--- src/rtl/apb_master.sv ---
// Single-outstanding APB3 requester: valid/ready command in, valid/ready response out.
// Optional transfer/error counters are enabled with `define APB_MASTER_STATS_EN.
module apb_master #(
  parameter int                ADDR_W         = 32,
  parameter int                DATA_W         = 32,
  parameter int unsigned       TIMEOUT_CYCLES = 64,
  parameter logic [DATA_W-1:0] TO_RDATA       = '0
) (
  input  logic              PCLK,
  input  logic              PRESET,
  input  logic              cmd_valid,
  output logic              cmd_ready,
  input  logic              cmd_write,
  input  logic [ADDR_W-1:0] cmd_addr,
  input  logic [DATA_W-1:0] cmd_wdata,
  output logic              rsp_valid,
  input  logic              rsp_ready,
  output logic [DATA_W-1:0] rsp_rdata,
  output logic              rsp_err,
  output logic              rsp_timeout,
  output logic              PSEL,
  output logic              PENABLE,
  output logic              PWRITE,
  output logic [ADDR_W-1:0] PADDR,
  output logic [DATA_W-1:0] PWDATA,
  input  logic [DATA_W-1:0] PRDATA,
  input  logic              PREADY,
  input  logic              PSLVERR
`ifdef APB_MASTER_STATS_EN
  ,
  output logic [31:0]       stat_xfers,
  output logic [31:0]       stat_errs
`endif
);

  typedef enum logic [1:0] {IDLE, SETUP, ACCESS, RESP} state_t;

  state_t            state_q, state_d;
  logic              cmd_ready_d, psel_d, penable_d, pwrite_d;
  logic [ADDR_W-1:0] paddr_d;
  logic [DATA_W-1:0] pwdata_d, rdata_d;
  logic              rvalid_d, rerr_d, rto_d;
  logic [31:0]       wd_cnt, wd_d;

  always_comb begin
    state_d     = state_q;
    cmd_ready_d = cmd_ready;
    psel_d      = PSEL;
    penable_d   = PENABLE;
    pwrite_d    = PWRITE;
    paddr_d     = PADDR;
    pwdata_d    = PWDATA;
    rvalid_d    = rsp_valid;
    rdata_d     = rsp_rdata;
    rerr_d      = rsp_err;
    rto_d       = rsp_timeout;
    wd_d        = wd_cnt;
    case (state_q)
      IDLE: if (cmd_valid) begin
        state_d     = SETUP;
        cmd_ready_d = 1'b0;
        psel_d      = 1'b1;
        penable_d   = 1'b0;
        pwrite_d    = cmd_write;
        paddr_d     = cmd_addr;
        pwdata_d    = cmd_write ? cmd_wdata : '0;
      end
      SETUP: begin
        state_d   = ACCESS;
        penable_d = 1'b1;
      end
      ACCESS: begin
        // PREADY takes priority over a watchdog expiry on the same edge
        if (PREADY) begin
          state_d   = RESP;
          psel_d    = 1'b0;
          penable_d = 1'b0;
          rvalid_d  = 1'b1;
          rdata_d   = PWRITE ? '0 : PRDATA;
          rerr_d    = PSLVERR;
          rto_d     = 1'b0;
        end else begin
          wd_d = wd_cnt + 32'd1;
          if (TIMEOUT_CYCLES != 0 && wd_d == TIMEOUT_CYCLES) begin
            state_d   = RESP;
            psel_d    = 1'b0;
            penable_d = 1'b0;
            rvalid_d  = 1'b1;
            rdata_d   = TO_RDATA;
            rerr_d    = 1'b1;
            rto_d     = 1'b1;
          end
        end
      end
      RESP: if (rsp_ready) begin
        state_d     = IDLE;
        cmd_ready_d = 1'b1;
        rvalid_d    = 1'b0;
        wd_d        = '0;
      end
      default: state_d = IDLE;
    endcase
  end

  always_ff @(posedge PCLK) begin
    if (PRESET) begin
      state_q     <= IDLE;
      cmd_ready   <= 1'b1;
      PSEL        <= 1'b0;
      PENABLE     <= 1'b0;
      PWRITE      <= 1'b0;
      PADDR       <= '0;
      PWDATA      <= '0;
      rsp_valid   <= 1'b0;
      rsp_rdata   <= '0;
      rsp_err     <= 1'b0;
      rsp_timeout <= 1'b0;
      wd_cnt      <= '0;
    end else begin
      state_q     <= state_d;
      cmd_ready   <= cmd_ready_d;
      PSEL        <= psel_d;
      PENABLE     <= penable_d;
      PWRITE      <= pwrite_d;
      PADDR       <= paddr_d;
      PWDATA      <= pwdata_d;
      rsp_valid   <= rvalid_d;
      rsp_rdata   <= rdata_d;
      rsp_err     <= rerr_d;
      rsp_timeout <= rto_d;
      wd_cnt      <= wd_d;
    end
  end

`ifdef APB_MASTER_STATS_EN
  // Saturating counters, one step per response handshake
  always_ff @(posedge PCLK) begin
    if (PRESET) begin
      stat_xfers <= '0;
      stat_errs  <= '0;
    end else if (rsp_valid && rsp_ready) begin
      if (stat_xfers != 32'hFFFF_FFFF) stat_xfers <= stat_xfers + 32'd1;
      if (rsp_err && stat_errs != 32'hFFFF_FFFF) stat_errs <= stat_errs + 32'd1;
    end
  end
`endif

endmodule

--- config.mk ---
export PLATFORM = sky130hd
export DESIGN_NAME = apb_master
export DESIGN_NICKNAME = d
export VERILOG_FILES = /design/src/rtl/apb_master.sv
export SDC_FILE = /design/constraint.sdc
export NUM_CORES = 1
export LEC_CHECK = 0
export CAP_MARGIN = 20
export CORE_MARGIN = 1.5
export CORE_UTILIZATION = 30
export DETAILED_ROUTE_END_ITERATION = 8
export SYNTH_ARGS = -nofsm -noshare
export SYNTH_HDL_FRONTEND = slang
export SYNTH_SLANG_ARGS = --single-unit
export TNS_END_PERCENT = 20
--- constraint.sdc ---
create_clock -name PCLK -period 8.43 [get_ports PCLK]
set_input_delay 1.686 -clock PCLK [delete_from_list [all_inputs] [get_ports PCLK]]
set_output_delay 1.686 -clock PCLK [all_outputs]
set_load 0.03 [all_outputs]
# Word-level counts from Yosys, hierarchy flattened
# Cells that the tools add are included.
# classes
n_reduce_logical	14
n_addsub	1
div_mod_pow	0
mux	26
eq_ne	8
n_mul	0
n_bitwise	0
n_lt_le_gt_ge	0
shift	0
# op_table
op	count
$mux 32	6
$pmux 32 s2	1
$add 32x1->32 const B	1
$eq 32x7->1 const B	1
$reduce_and 3->1	6
$mux 1	10
$mux 2	4
$pmux 2 s4	1
$reduce_bool 2->1	4
$ne 2x2->1 const B	3
$pmux 1 s2	3
$eq 2x2->1 const B	2
$reduce_and 2->1	2
$ne 3x3->1 const B	1
$pmux 1 s3	1
$reduce_bool 3->1	1
$eq 2x1->1 const B	1
$logic_not 2->1	1
# word_totals
rom_bits	0
elab_cells	61
memories	0
register_bits	137
input_bits	103
latch_bits	0
ram_bits	0

# Depth between registers and ports, before layout
# Gate-level depths: netlist (run 1).
# depth
word_depth	5
depth_mapped	11
depth_no_buf	9

# Least setup slack after synthesis (run 1)
# OpenSTA, ideal clock, no wires.
# synth_path
path_type	in2reg
from	in PREADY
to	reg wd_cnt[23]
cell_stages	6
required_ps	8360
path_slack_ps	5699
setup_time_ps	70
arrival_ps	2660
path_cell_list	or3_1 -> clkbuf_1 -> clkbuf_1 -> a31oi_1 -> o21ai_0 -> a21oi_1
# synth_between
elab_chain_cells	2
# synth_lines
element	line_no	source
start, declared	27	input logic PREADY,
$ne 2x2->1 (no source line)	n/a	
$reduce_and 3->1 (no source line)	n/a	
end signal, assigned	131	wd_cnt <= wd_d;
end, declared	43	logic [31:0] wd_cnt, wd_d;
# No other way between the ends.
# A chain may end at the register's enable or synchronous reset.

# Worst setup path in the final report (run 1)
# layout_path
from	reg wd_cnt[8]
to	reg rsp_rdata[15]
# layout_between
elab_chain_cells	4
# layout_lines
element	line_no	source
$add 32x1->32	83	wd_d = wd_cnt + 32'd1;
$eq 32x7->1	84	if (TIMEOUT_CYCLES != 0 && wd_d == TIMEOUT_CYCLES) begin
$reduce_bool 2->1 (no source line)	n/a	
$reduce_and 2->1 (no source line)	n/a	
end signal, assigned	128	rsp_rdata <= rdata_d;
end, declared	18	output logic [DATA_W-1:0] rsp_rdata,
# No other way between the ends.

==> results.toml, run 1 <==
[status]
status = "finished, final reports clean"

[cts]
ctsResizeCount = 0
cts_tree = "yes"
clock-root-buffer = "clkbuf_16"
holdBufCountCts = 0
clk_latency_ps = 420
cts.sinks = 137
h-tree-depth = 4
cts_buffer_depth = 2
cts_setup_buffers = 0
cts_buffers = 17
clk_pin_slew_ps = 70

[setup_path]
r2r-end = "rsp_rdata[15]$_SDFFE_PP0P_"
critPathRequiredTime_ps = 8740
end_kind = "register"
reg2reg_depth = 9
crit_arrival_ps = 3880
ff2ff_setup_slack_ps = 4860
criticalPathCategory = "register to register"
timing.rr.start = "wd_cnt[8]$_SDFFE_PP0P_"
crit_path_max_fanout = 32
startpoint = "wd_cnt[8]$_SDFFE_PP0P_"
crit_path_start_kind = "register"
crit_end = "rsp_rdata[15]$_SDFFE_PP0P_"

[synth]
synthMostInstantiatedCell = "dfxtp_1"
syn_avg_cell_area_sq_um = 8.22
syn_nets = 843
synth_edf_count = 0
synth_top_area_share = 0.454
yosysSeqAreaShare = 0.454
yosysTopAreaCell = "dfxtp_1"
synth_ff_type = "dfxtp_1"
ys_async_sr_fraction = 0
yosys-top-cells-count = "dfxtp_1 (137), nand2_1 (129), a21oi_1 (99)"
netlist_area_sq_mm = 0.00603
yosysWarnings = 0
synth_area_leaders = "dfxtp_1 (45%), a21oi_1 (8.2%), nand2_1 (8.0%), a22o_1 (4.6%), nand3_1 (4.0%)"
yosysUniqueCellTypes = 61
synthesis.instances = 734
synth_seq_cells = 137

[drt]
firstDrtPassIters = 4
drtIter0Drc = 337
via_per_inst = 4.97
drc = 0
num_vias = 5869
wl_per_cell_um = 15.7
drtAntennaViolNets = 0
wirelength_mm = 18.5

[flow_run]
maxCapViolCount = 0

[timing]
final.setup.worst_slack_ps = 4860
setup_tns_ps = 0
finalSetupViolCount = 0
tightest_slew_ps = 844
holdWs_ps = 449
finalMaxSlewViolations = 0
rsz0062_at_grt = "false"
fin_worst_skew_ps = 9.24
period_share = 0.423
fmax_ghz = 0.280
finalHoldViolCount = 0
slew_headroom = 0.433
layout_min_cycle_time_ps = 3570

[global_route]
grt-ovfl-total = 0
grt_max_degree = 72
antenna_found_initial = 0
grt_pass1_wl_mm = 28.1
grtUsageTotal = 0.170
grt_pass1_vias = 5422

[place]
placedCellCount = 1150
placed_cell_area_sq_mm = 0.00822
gp_congestion = 0.806
dp_slack_ps = 4830
port-buffer-count = 205
dp_hpwl_mm = 12.5

[cells_and_area]
diodes = 0
syn_to_final_growth_pct = 46.6
fin_util = 0.452
final_nets = 1013
finalNonFillerCells = 1182
drive_gt1_frac = 0.0676
final_area_sq_mm = 0.00885

[pwr]
vdd_drop_max_uv = 137
leakage_nw = 3.16
power_mw = 2.25
power_per_cell_area_mw_per_mm2 = 254

[floorplanning]
die_w_um = 145
num_rows = 51
io-pin-count = 206
fp.dieH_um = 145
start_util = 0.308
die-area_sq_mm = 0.0210
core-area_sq_mm = 0.0196

[min_path]
hold_path.startpoint = "PWDATA[3]$_SDFFE_PP0P_"
min_path_type = "register to register"
==> area by class of cell <==
class | count | area (sq um)
multi-input cells | 528 | 3010
clock buffers | 18 | 439
inverters | 6 | 22.5
clock inverters | 14 | 184
fillers | 2004 | 10700
well taps | 265 | 332
flip-flops and latches | 137 | 2740
repair buffers | 214 | 2120
==> sequential cells by signal (all words and copies together), names as in the netlist, 2 cells and up <==
name,cells
PADDR,32
PWDATA,32
wd_cnt,32
state_q,2
rsp_rdata,32
==> layer usage <==
layer	vias to the layer above	share of wire	global-route usage
met5	-	0	0
met4	0	0.020	0.0649
met3	21	0.071	0.0471
met2	169	0.47	0.278
met1	2723	0.44	0.212
li1	2956	-	-
==> cells in the final DEF (no fill, tap or decap), types with 5 or more instances in the layout <==
cell type and count:
o21ai_0 30, a21oi_1 99, a31oi_1 8, a22o_1 32
and4_1 6, xor2_1 7, nand2_1 128, a311oi_1 7
and3_1 5, nor2_1 49, nand4_1 11, xnor2_1 6
clkdlybuf4s50_1 204, ha_1 6, inv_1 6, a211oi_1 5
a22oi_1 5, inv_6 5, clkbuf_16 17, dfxtp_1 137
buf_4 10, nor3_1 17, nand3_1 48
==> worst max-delay path, cell delays in order (launching register included) <==
cell and delay [ps]:
dfxtp_1 600, nand4_2 310, nor4_4 780, nand3_2 220, o311ai_2 360, o2111ai_1 210, o31ai_4 370, a21oi_2 90
buf_4 270, a22o_1 220
==> power by group <==
group,total [mW],switching (mW),internal (mW)
sequential,0.768,0.0428,0.725
clock,0.792,0.312,0.481
combinational,0.685,0.425,0.260
total,2.25,0.779,1.47
==> kinds of logic (layout without fill, tap and decap cells) <==
logic type | after synthesis | in the layout | synth area share
simple gates | 295 | 295 | 0.237
xor+xnor | 13 | 13 | 0.0189
buf+inv | 69 | 252 | 0.0489
mux | 2 | 2 | 0.00332
compound gates | 212 | 212 | 0.225
fa+ha+maj | 6 | 6 | 0.0124
flops | 137 | 137 | 0.454
==> worst min path at each step <==
stage                                    endpoint  slack [ps]  cells past startpoint
after floorplan           state_q[1]$_SDFFE_PP0P_         470                      2
after global placement    PWDATA[31]$_SDFFE_PP0P_         440                      2
after detailed placement  PWDATA[16]$_SDFFE_PP0P_         440                      2
after CTS                 PWDATA[16]$_SDFFE_PP0P_         450                      2
after global routing      PWDATA[20]$_SDFFE_PP0P_         470                      2
final                      PWDATA[3]$_SDFFE_PP0P_         450                      2
Power figures use the tool's default switching activity.
==> run 2, diff against run 1 <==
Clock period 8.43 ns to 3.14 ns, I/O delays scaled along.
==> results.toml, run 2 (synthesized netlist as in run 1, its figures left out) <==
[status]
status = "finished, final reports clean"

[place]
dp_hpwl_mm = 12.9
port-buffer-count = 205
gp_congestion = 0.881
dp_slack_ps = 75.9

[cts]
cts_buffers = 17
clock-root-buffer = "clkbuf_16"
cts_tree = "yes"
clk_latency_ps = 420
cts_buffer_depth = 2
h-tree-depth = 4
cts.sinks = 137
clk_pin_slew_ps = 60

[timing]
finalSetupViolCount = 0
fmax_ghz = 0.342
setup_tns_ps = 0
finalMaxSlewViolations = 0
period_share = 0.930
fin_worst_skew_ps = 11.9
layout_min_cycle_time_ps = 2920
finalHoldViolCount = 0
rsz0062_at_grt = "false"
tightest_slew_ps = 727
final.setup.worst_slack_ps = 219
slew_headroom = 0.515

[floorplanning]
start_util = 0.308
io-pin-count = 206
die-area_sq_mm = 0.0210
die_w_um = 145
core-area_sq_mm = 0.0196
num_rows = 51
fp.dieH_um = 145

[drt]
via_per_inst = 4.98
num_vias = 5998
firstDrtPassIters = 5
wirelength_mm = 18.9
drtIter0Drc = 366
wl_per_cell_um = 15.7
drtAntennaViolNets = 0
drc = 0

[pwr]
p_comb_frac = 0.321
clockPowerShare = 0.332
swShare = 0.356
p_sw_mw = 2.11
power_per_cell_area_mw_per_mm2 = 658
power_mw = 5.94
vdd_drop_max_uv = 364
p_seq_frac = 0.347
p_int_mw = 3.82
leakage_nw = 3.26

[cells_and_area]
final_nets = 1035
layout_common_cells = "clkdlybuf4s50_1 (204), dfxtp_1 (136), nand2_1 (128)"
syn_to_final_growth_pct = 49.6
diodes = 0
final_common_cell = "clkdlybuf4s50_1"
drive_gt1_frac = 0.0937

[min_path]
hold_path.startpoint = "PWDATA[2]$_SDFFE_PP0P_"
min_path_type = "register to register"

[global_route]
grt_max_degree = 62
grtUsageTotal = 0.169
grt-ovfl-total = 0
antenna_found_initial = 0
grt_pass1_vias = 5197
grt_pass1_wl_mm = 28.0

[setup_path]
critPathRequiredTime_ps = 3450
timing.rr.start = "wd_cnt[5]$_SDFFE_PP0P_"
crit_path_max_fanout = 24
criticalPathCategory = "register to register"
startpoint = "wd_cnt[5]$_SDFFE_PP0P_"
crit_path_start_kind = "register"
crit_arrival_ps = 3230
end_kind = "register"

[flow_run]
maxCapViolCount = 0
==> run 2: cell types whose count changed in the layout (fill, tap and decap cells not counted), moves of 2 or more <==
cell	delta
nor3_2	+3
inv_6	+2
nor3_1	-3
buf_12	+3
bufinv_16	-2
buf_4	+19
==> run 2: path summary, 6_finish.rpt <==
kind,endpoint,slack [ps],cells after the start
worst max-delay path,rsp_rdata[24]$_SDFFE_PP0P_,220,9
worst min-delay path,PWDATA[2]$_SDFFE_PP0P_,450,2
worst max register to register,rsp_rdata[24]$_SDFFE_PP0P_,220,9
worst min register to register,PWDATA[2]$_SDFFE_PP0P_,450,2
==> run 2: area by class of cell <==
type | count | area (sq um)
well taps | 265 | 332
flip-flops and latches | 137 | 2740
clock buffers | 19 | 443
fillers | 1942 | 10600
inverters | 6 | 22.5
multi-input cells | 528 | 3040
clock inverters | 13 | 131
repair buffers | 236 | 2320
==> run 2: critical path, cell delays in order, from the launching register on <==
cell       delay [ps]
dfxtp_1           460
nand4_4           240
nor4_4            520
nand3_2           180
o311ai_2          350
o2111ai_1         220
o31ai_4           290
a21oi_4           150
buf_12            210
a22o_1            180
==> run 2: routing by layer <==
metal  track usage  up-vias  part of all wire
met4        0.0542        0             0.016
met5             0        -                 0
met2         0.282      186              0.47
met1         0.214     2783              0.44
li1              -     3008                 -
met3        0.0434       21             0.068
==> run 2: timing repair <==
item / 4_1_cts / 5_1_grt
gates resized for setup: 0 / 6
setup endpoints to repair: 0 / 36
setup buffers: 0 / 1
hold buffers: 0 / 0
==> run 2: per-stage QoR <==
step / area, sq um / hold slack, ps / instances / utilization
final: 9030 / 447 / 1204 / 0.461
after global routing: 9030 / 462 / 1204 / 0.461
after CTS: 8990 / 450 / 1203 / 0.459
after detailed placement: 8420 / 442 / 1171 / 0.430
after global placement: 8410 / 438 / 1170 / 0.429
after floorplan: 6030 / 468 / 734 / -
==> run 2: power groups by stage <==
stage	sequential, mW	combinational (mW)	clock (mW)
floorplan	2.47	0.739	0
global placement	2.09	1.90	0
detailed placement	2.10	1.91	0
CTS	2.06	1.92	2.02
global route	2.09	2.06	2.11
finish	2.06	1.91	1.97
==> run 3, diff against run 2 <==
Settings changed: TNS_END_PERCENT 20 to 100.
==> results of run 3 <==
The final DEF is identical to that of run 2; final timing and power are the same.
==> RTL edit (flow settings as in run 2) <==
`ADDR_W`: 32 -> 36.
--- a/src/rtl/apb_master.sv
+++ b/src/rtl/apb_master.sv
@@ -3,3 +3,3 @@
 module apb_master #(
-  parameter int                ADDR_W         = 32,
+  parameter int                ADDR_W         = 36,
   parameter int                DATA_W         = 32,
Interface: changed (resized PADDR and cmd_addr); port bits go from 206 to 214. The function was not compared with the original's and may differ.
==> RTL edit against run 2 <==
Routed wire length up 1.8%; highest routed layer unchanged; sequential cell count increased by 4; power is 7.9% higher; via count rose by 4.5%; critical endpoint is now state_q[1]; area after synthesis up 4.3%; first-iteration DRC count increased by 7.4%; cell area up 5.0%; setup slack got worse by 140 ps.
==> RTL edit: results <==
metrics = {
    "place": {
        "placement.setup.worst_slack_ps": -35.7,
        "place.gp.congestion": 0.813,
        "placement.io_buffers": 213,
        "placedInstanceArea_um2": 8830,
        "hpwl_um": 13000,
        "dp.cells": 1237,
    },
    "synth": {
        "synth_cell_type_count": 52,
        "synth.area.mux_share_pct": 0.795,
        "synth-compound-area-share_pct": 19.6,
        "yosys.area_share.adder_pct": 1.19,
        "synth-xor-area-share_pct": 2.37,
        "synth_area_leaders": "sky130_fd_sc_hd__dfxtp_1 (45%), sky130_fd_sc_hd__a21oi_1 (11%), sky130_fd_sc_hd__nand2_1 (8.2%)",
        "synth_top_cells_by_count": "sky130_fd_sc_hd__dfxtp_1 (141), sky130_fd_sc_hd__nand2_1 (137), sky130_fd_sc_hd__a21oi_1 (134)",
        "synth_nets": 902,
        "syn_area_per_cell_um2": 7.98,
        "synth_seq_area_share_pct": 44.9,
    },
    "pwr": {
        "power_frac_clock_pct": 31.9,
        "intPower_mw": 4.13,
        "combPwrFrac_pct": 33.8,
        "total_leakage_power_nw": 3.40,
        "peakVddDrop_v": 0.000393,
        "clk-power_mw": 2.04,
    },
    "sta": {
        "fraction_of_the_cycle_the_final_worst_path_needs_pct": 97.5,
        "worst_clk_skew_ps": 9.62,
        "relSlewSlack_pct": 60.6,
    },
    "setup_path": {
        "critPathSlowestCell": "sky130_fd_sc_hd__or4_4",
        "crit_arrival_ps": 3410,
        "path_delay_family": "simple AND/OR/NAND/NOR gates",
        "setup.reg_to_reg.worst_slack_ps": 80,
        "critical_path.max_fanout": 6,
        "slowest_delay_ps": 590,
        "rr_worst_depth": 8,
        "timing.rr.end": "state_q[1]",
        "critPathLaunch": "wd_cnt[12]",
    },
    "cells_and_area": {
        "post_route_cells_drive_above_1_share_pct": 10.2,
        "final_net_count": 1100,
        "syn_to_final_growth_pct": 50.6,
        "registers.top_by_ff_count": "PADDR",
    },
    "route": {
        "vias_per_cell": 4.93,
        "vias": 6267,
        "initialDrtViolationCount": 393,
        "postRouteWirelength_um": 19200,
        "drt-pass1-iter-count": 4,
    },
    "global_route": {
        "via_count_of_the_first_global_routing_pass": 5700,
        "grt_pass1_wl_um": 30000,
        "pin_count_of_the_biggest_net_entering_global_routing": 70,
        "grt_use_total_pct": 17.1,
    },
    "clock_tree": {
        "cts_root_buffer": "sky130_fd_sc_hd__clkbuf_16",
    },
    "outcome": {
        "outcome": "complete, no violations",
    },
}
-- RTL edit: changes by cell type after synthesis, sizes merged, moves of 7 or more --
cell / change
nor2: +14
clkbuf: +10
a22o: -31
a311oi: -7
nand2: +8
or3: +8
o21ai: -19
or4: +7
a32o: +33
a21oi: +33
a31oi: -7
-- RTL edit: worst min-delay path by stage --
stage / startpoint / end / slack, ps / cells after the start
global route: PWDATA[2] / PWDATA[2] / 470 / 2
global placement: PWDATA[2] / PWDATA[2] / 440 / 2
floorplan: state_q[1] / state_q[1] / 470 / 2
finish: PWDATA[2] / PWDATA[2] / 450 / 2
CTS: PWDATA[2] / PWDATA[2] / 450 / 2
detailed placement: PWDATA[27] / PWDATA[27] / 440 / 2
-- RTL edit: cell type report --
class                      instances  area, µm²  share of cell area, %
tap                              270        338                   3.57
inverter                           8       30.0                  0.317
sequential                       141       2820                   29.8
clock inverter                    11        133                   1.40
multi-input combinational        561       3160                   33.4
clock buffer                      21        460                   4.86
timing repair buffer             258       2530                   26.7
-- RTL edit: repair_timing --
action	4_1_cts	5_1_grt
pin swaps	2	3
setup endpoints to repair	1	36
setup buffers	0	1
hold buffers	0	0
resized for setup	2	9
-- RTL edit: cell families (layout without fill, tap and decap cells) --
kind of cell | Yosys count | after routing
simple gates | 335 | 335
compound gates | 198 | 198
flops | 141 | 141
buf+inv | 87 | 298
xor+xnor | 17 | 17
fa+ha+maj | 6 | 6
mux | 5 | 5
-- RTL edit: routing by layer --
| layer | up-vias | routed length [µm] | global-route usage, % |
|---|---|---|---|
| li1 | 3175 | - | - |
| met1 | 2877 | 8650 | 21.9 |
| met2 | 181 | 9100 | 27.6 |
| met3 | 34 | 1020 | 3.58 |
| met4 | 0 | 436 | 7.57 |
| met5 | - | 0 | 0 |
